$ cat config.mk
export PLATFORM = sky130hd
export DESIGN_NAME = pipe_stage_skid
export DESIGN_NICKNAME = d
export VERILOG_FILES = /design/src/rtl/pipe_stage_skid.sv
export SDC_FILE = /design/constraint.sdc
export NUM_CORES = 1
export LEC_CHECK = 0
export ABC_AREA = 1
export ABC_CLOCK_PERIOD_IN_PS = 10060
export CORE_UTILIZATION = 51
export CTS_CLUSTER_DIAMETER = 100
export CTS_CLUSTER_SIZE = 40
export DETAILED_ROUTE_END_ITERATION = 16
export GPL_TIMING_DRIVEN = 1
export PLACE_DENSITY = 0.8
export SLEW_MARGIN = 5
export SYNTH_ARGS = -nofsm -noshare
export SYNTH_HDL_FRONTEND = slang
export SYNTH_SLANG_ARGS = --single-unit
$ cat constraint.sdc
create_clock -name i_Clk -period 10.06 [get_ports i_Clk]
set_input_delay 2.012 -clock i_Clk [delete_from_list [all_inputs] [get_ports i_Clk]]
set_output_delay 2.012 -clock i_Clk [all_outputs]
set_load 0.05 [all_outputs]
$ cat src/rtl/pipe_stage_skid.sv
// Pipeline stage register with valid/ready handshake, optional one-entry skid buffer,
// flush to a bubble value and a saturating stall-cycle counter.
module pipe_stage_skid #(
  parameter int               WIDTH       = 96,
  parameter logic [WIDTH-1:0] FLUSH_VALUE = {WIDTH{1'b0}},
  parameter bit               SKID_EN     = 1'b1,
  parameter int               CNT_W       = 16
) (
  input  logic             i_Clk,
  input  logic             i_Reset,
  input  logic             i_Valid,
  input  logic [WIDTH-1:0] i_Data,
  output logic             o_Ready,
  input  logic             i_Stall,
  input  logic             i_Flush,
  output logic             o_Valid,
  output logic [WIDTH-1:0] o_Data,
  output logic [1:0]       o_Occupancy,
  output logic [CNT_W-1:0] o_StallCycles
);

  typedef enum logic [1:0] {
    EMPTY = 2'd0,
    MAIN  = 2'd1,
    FULL  = 2'd2
  } state_t;

  state_t           state;
  state_t           state_next;
  logic [WIDTH-1:0] main_q;
  logic [WIDTH-1:0] skid_q;
  logic [CNT_W-1:0] stall_cnt;
  logic             accept;
  logic             do_release;
  logic             load_main_in;
  logic             load_main_skid;
  logic             load_skid;

  assign accept     = i_Valid & o_Ready;
  assign do_release = o_Valid & ~i_Stall;

  always_ff @(posedge i_Clk or posedge i_Reset) begin
    if (i_Reset) state <= EMPTY;
    else         state <= state_next;
  end

  always_comb begin
    state_next     = state;
    load_main_in   = 1'b0;
    load_main_skid = 1'b0;
    load_skid      = 1'b0;
    if (i_Flush) begin
      state_next = EMPTY;
    end else begin
      case (state)
        EMPTY: begin
          if (accept) begin
            state_next   = MAIN;
            load_main_in = 1'b1;
          end
        end
        MAIN: begin
          if (accept && do_release) begin
            load_main_in = 1'b1;
          end else if (accept && SKID_EN) begin
            state_next = FULL;
            load_skid  = 1'b1;
          end else if (do_release) begin
            state_next = EMPTY;
          end
        end
        FULL: begin
          if (do_release) begin
            state_next     = MAIN;
            load_main_skid = 1'b1;
          end
        end
        default: state_next = EMPTY;
      endcase
    end
  end

  always_comb begin
    o_Valid     = (state != EMPTY);
    o_Occupancy = 2'd0;
    case (state)
      MAIN:    o_Occupancy = 2'd1;
      FULL:    o_Occupancy = 2'd2;
      default: o_Occupancy = 2'd0;
    endcase
  end

  // The main register is left untouched on drain so an empty stage keeps showing its last payload.
  always_ff @(posedge i_Clk or posedge i_Reset) begin
    if (i_Reset) begin
      main_q <= FLUSH_VALUE;
      skid_q <= FLUSH_VALUE;
    end else if (i_Flush) begin
      main_q <= FLUSH_VALUE;
      skid_q <= FLUSH_VALUE;
    end else begin
      if (load_main_in)        main_q <= i_Data;
      else if (load_main_skid) main_q <= skid_q;
      if (load_skid)           skid_q <= i_Data;
    end
  end

  always_ff @(posedge i_Clk or posedge i_Reset) begin
    if (i_Reset) begin
      stall_cnt <= '0;
    end else if (o_Valid && i_Stall && (stall_cnt != {CNT_W{1'b1}})) begin
      stall_cnt <= stall_cnt + {{(CNT_W-1){1'b0}}, 1'b1};
    end
  end

  assign o_Data        = main_q;
  assign o_StallCycles = stall_cnt;

  // With a skid entry, ready is registered so upstream never sees a path from i_Stall.
  generate
    if (SKID_EN) begin : g_skid
      logic ready_q;
      always_ff @(posedge i_Clk or posedge i_Reset) begin
        if (i_Reset) ready_q <= 1'b1;
        else         ready_q <= (state_next != FULL);
      end
      assign o_Ready = ready_q;
    end else begin : g_noskid
      assign o_Ready = ~o_Valid | ~i_Stall;
    end
  endgenerate

endmodule

==> metrics.txt <==
outcome=completed; Initial Utilization=0.5220; Syn Nets=1439; # IOs=approximately 220; final net count=between 1500 and 2000; fin util=0.6448; Post-DP HPWL=around 16000 µm; crit end category=flip-flop; Gate power share=0.211; period utilization=0.5104; detailed router's first-iteration violation count=786; First-pass DRT Iterations=5; Layout area overhead=23.52%; die area=~21000 µm²; wire per inst=15.07 µm; worst-path maximum fanout=98; Sw Ratio=0.3186; postcts setup bufs=0; Rel. slew slack=0.1639; Hold WC Path Type=flip-flop to flip-flop; CTS tree=built; Critical Path RT=between 10 and 15 ns; GRT Util Overall=0.2585; vias per inst=about 5.4; RSZ-0062 raised after global routing=false; initial antenna violation count=0; Resized cells post-CTS=0; crit path kind=input port to flip-flop; vias in the first global route=approximately 8500; Final Hold Viols=0; largest net degree at the start of global routing=128; Hold Buf Count CTS=0; minimum clock period=~5.1 ns; post-route ant nets=0; GPL Wtd Cong=0.8416; ys async rst share=1.000; clock tree root buffer cell=clkbuf_16; routed via count=9338; Seq pwr share=0.531; Longest Clk Path Bufs=3; width of the die=between 100 and 150 µm; CTS Buf Count=9; Core Rows=51; Net Switching=roughly 0.55 mW; minimum hold slack=approximately 0.49 ns; clock power share=0.259; leak pwr=about 6.4 nW; core area=just under 20000 µm²; Synth Cell Area=a little over 10000 µm²; ys flop type=dfrtp_1; share of layout cells above drive strength 1=0.02105; fmax=slightly below 200 MHz; input/output buffers=216; Residual DRC=0; Syn Inst Count=around 1300; Pwr Density=roughly 140 nW/µm²; Layout fillers=1689; Distinct cells, synth=23; Final Skew=between 0.02 and 0.025 ns; FF+latch count, synth=around 210; Worst-Skew Late Latency=0.49 ns; EDFF count, synth=0; clock-pin slew on the worst setup and hold paths=roughly 0.13 ns; H-tree Lvls=1; die span in y=between 100 and 150 µm; CP arrival=between 5 and 6 ns; total wire length=approximately 26000 µm; Startpoint Class=input port; Max Slew Vio Count=0; worst reg2reg setup slack=6.39 ns; Yosys warnings=0; clk sinks=roughly 210; maximum VDD drop=0.1004 mV; internal power=about 1.2 mW; Fin Setup TNS=0 ns; Slew @ Worst Pin=1.254 ns; sequential area share after synthesis=0.5182; global-route wire length before repair=around 43000 µm; syn_area_per_cell=~7.6 µm²; # Max-Cap Violations=0; n_diodes=0; GRT Residual Overflow=0; final setup violation count=0
[cell usage in the layout, fill, tap and decap left out]
cell             synthesis  routed
clkbuf_16                0       9
inv_12                   0       1
nor2_4                   1       2
inv_6                    0       2
nand3_1                105     104
nor2_1                  20      19
dfstp_2                  1       1
nand2_2                  3       2
inv_8                    0       1
nand4_1                103     103
clkbuf_1                45       1
nand2_4                  0       1
nand3_4                  0       2
clkdlybuf4s50_1          0     216
buf_4                    6       7
dfrtp_1                210     210
clkinv_4                 0       1
o211ai_1                 1       1
nand2_1                609     609
o21ai_0                101     101
a21oi_1                  1       1
ha_1                     1       1
o21ai_2                  1       1
a21oi_4                  0       1
xnor2_1                  7       7
inv_1                   70      69
[kinds of logic (layout without fill, tap and decap cells)]
kind of cell    after synthesis  count (layout)  share of synthesized area
buf+inv                     171             307                    0.07169
xor+xnor                      7               7                   0.006015
simple gates                842             842                     0.3504
compound gates              105             105                    0.05254
fa+ha+maj                     1               1                   0.001227
flops                       211             211                     0.5182
[power by group through the flow]
stage	Sequential, mW	Clock [mW]	Combinational, mW
6_report	0.915	0.446	0.363
5_1_grt	0.920	0.483	0.396
4_1_cts	0.914	0.457	0.366
3_5_place_dp	0.930	0	0.365
3_3_place_gp	0.929	0	0.361
2_1_floorplan	0.999	0	0.163
[final timing paths]
check                      depth (start not counted)         end       start
setup reg to reg                                   7  o_Data[57]    state[0]
max in group asynchronous                          3  o_Data[90]     i_Reset
hold / removal                                     2  o_Data[73]  o_Data[73]
setup / recovery                                   9  o_Data[57]     i_Stall
min in group asynchronous                          2  o_Data[73]     i_Reset
hold reg to reg                                    2  o_Data[73]  o_Data[73]
[sequential cells by signal (all words and copies together), names as in the netlist]
name	cells
o_StallCycles	16
skid_q	96
o_Ready	1
state	2
o_Data	96
[worst max-delay path: stages]
cell and delay, ns:
clkdlybuf4s50_1 0.44, inv_1 0.10, o21ai_2 0.10, nand2_4 0.82, nand2_2 0.18, a21oi_4 0.86, buf_4 0.71, nand2_1 0.15
nand2_1 0.10
[cells in the mapped netlist (3+ instances only)]
cell / instances / share of area
xnor2_1: 7 / 0.0060
buf_6: 4 / 0.0044
clkbuf_1: 45 / 0.017
buf_2: 29 / 0.014
o21ai_0: 101 / 0.050
nand2_1: 609 / 0.22
buf_4: 6 / 0.0044
dfrtp_1: 210 / 0.52
buf_1: 16 / 0.0059
nand2_2: 3 / 0.0018
nand3_1: 105 / 0.052
nor2_1: 20 / 0.0074
inv_1: 70 / 0.026
nand4_1: 103 / 0.063
[routing by layer]
layer  global-route usage  wire (µm)  vias up
li1                     -          -     4560
met1               0.3887      12070     4390
met2               0.3968      11730      357
met3              0.03432       1873       31
met4              0.05935        516        0
met5                    0          0        -
[stage by stage]
stage / instance area, µm² / setup WS [ns] / std cells / power (mW)
final: 12590 / 4.925 / 1738 / 1.723
after global routing: 12590 / 4.537 / 1738 / 1.799
after CTS: 12590 / 4.929 / 1738 / 1.737
after detailed placement: 12330 / 4.414 / 1725 / 1.294
after global placement: 12330 / 4.503 / 1725 / 1.290
after floorplan: 10190 / 2.284 / 1337 / 1.161
[final cells by class]
class / instances / area (µm²) / area share
Inverter: 71 / 279.0 / 0.02216
Timing Repair Buffer: 223 / 2215 / 0.1759
Clock inverter: 3 / 33.78 / 0.002683
Tap cell: 265 / 331.6 / 0.02634
Clock buffer: 10 / 229.0 / 0.01819
Multi-Input combinational cell: 955 / 4220 / 0.3352
Sequential cell: 211 / 5281 / 0.4195
Power figures use the tool's default switching activity.
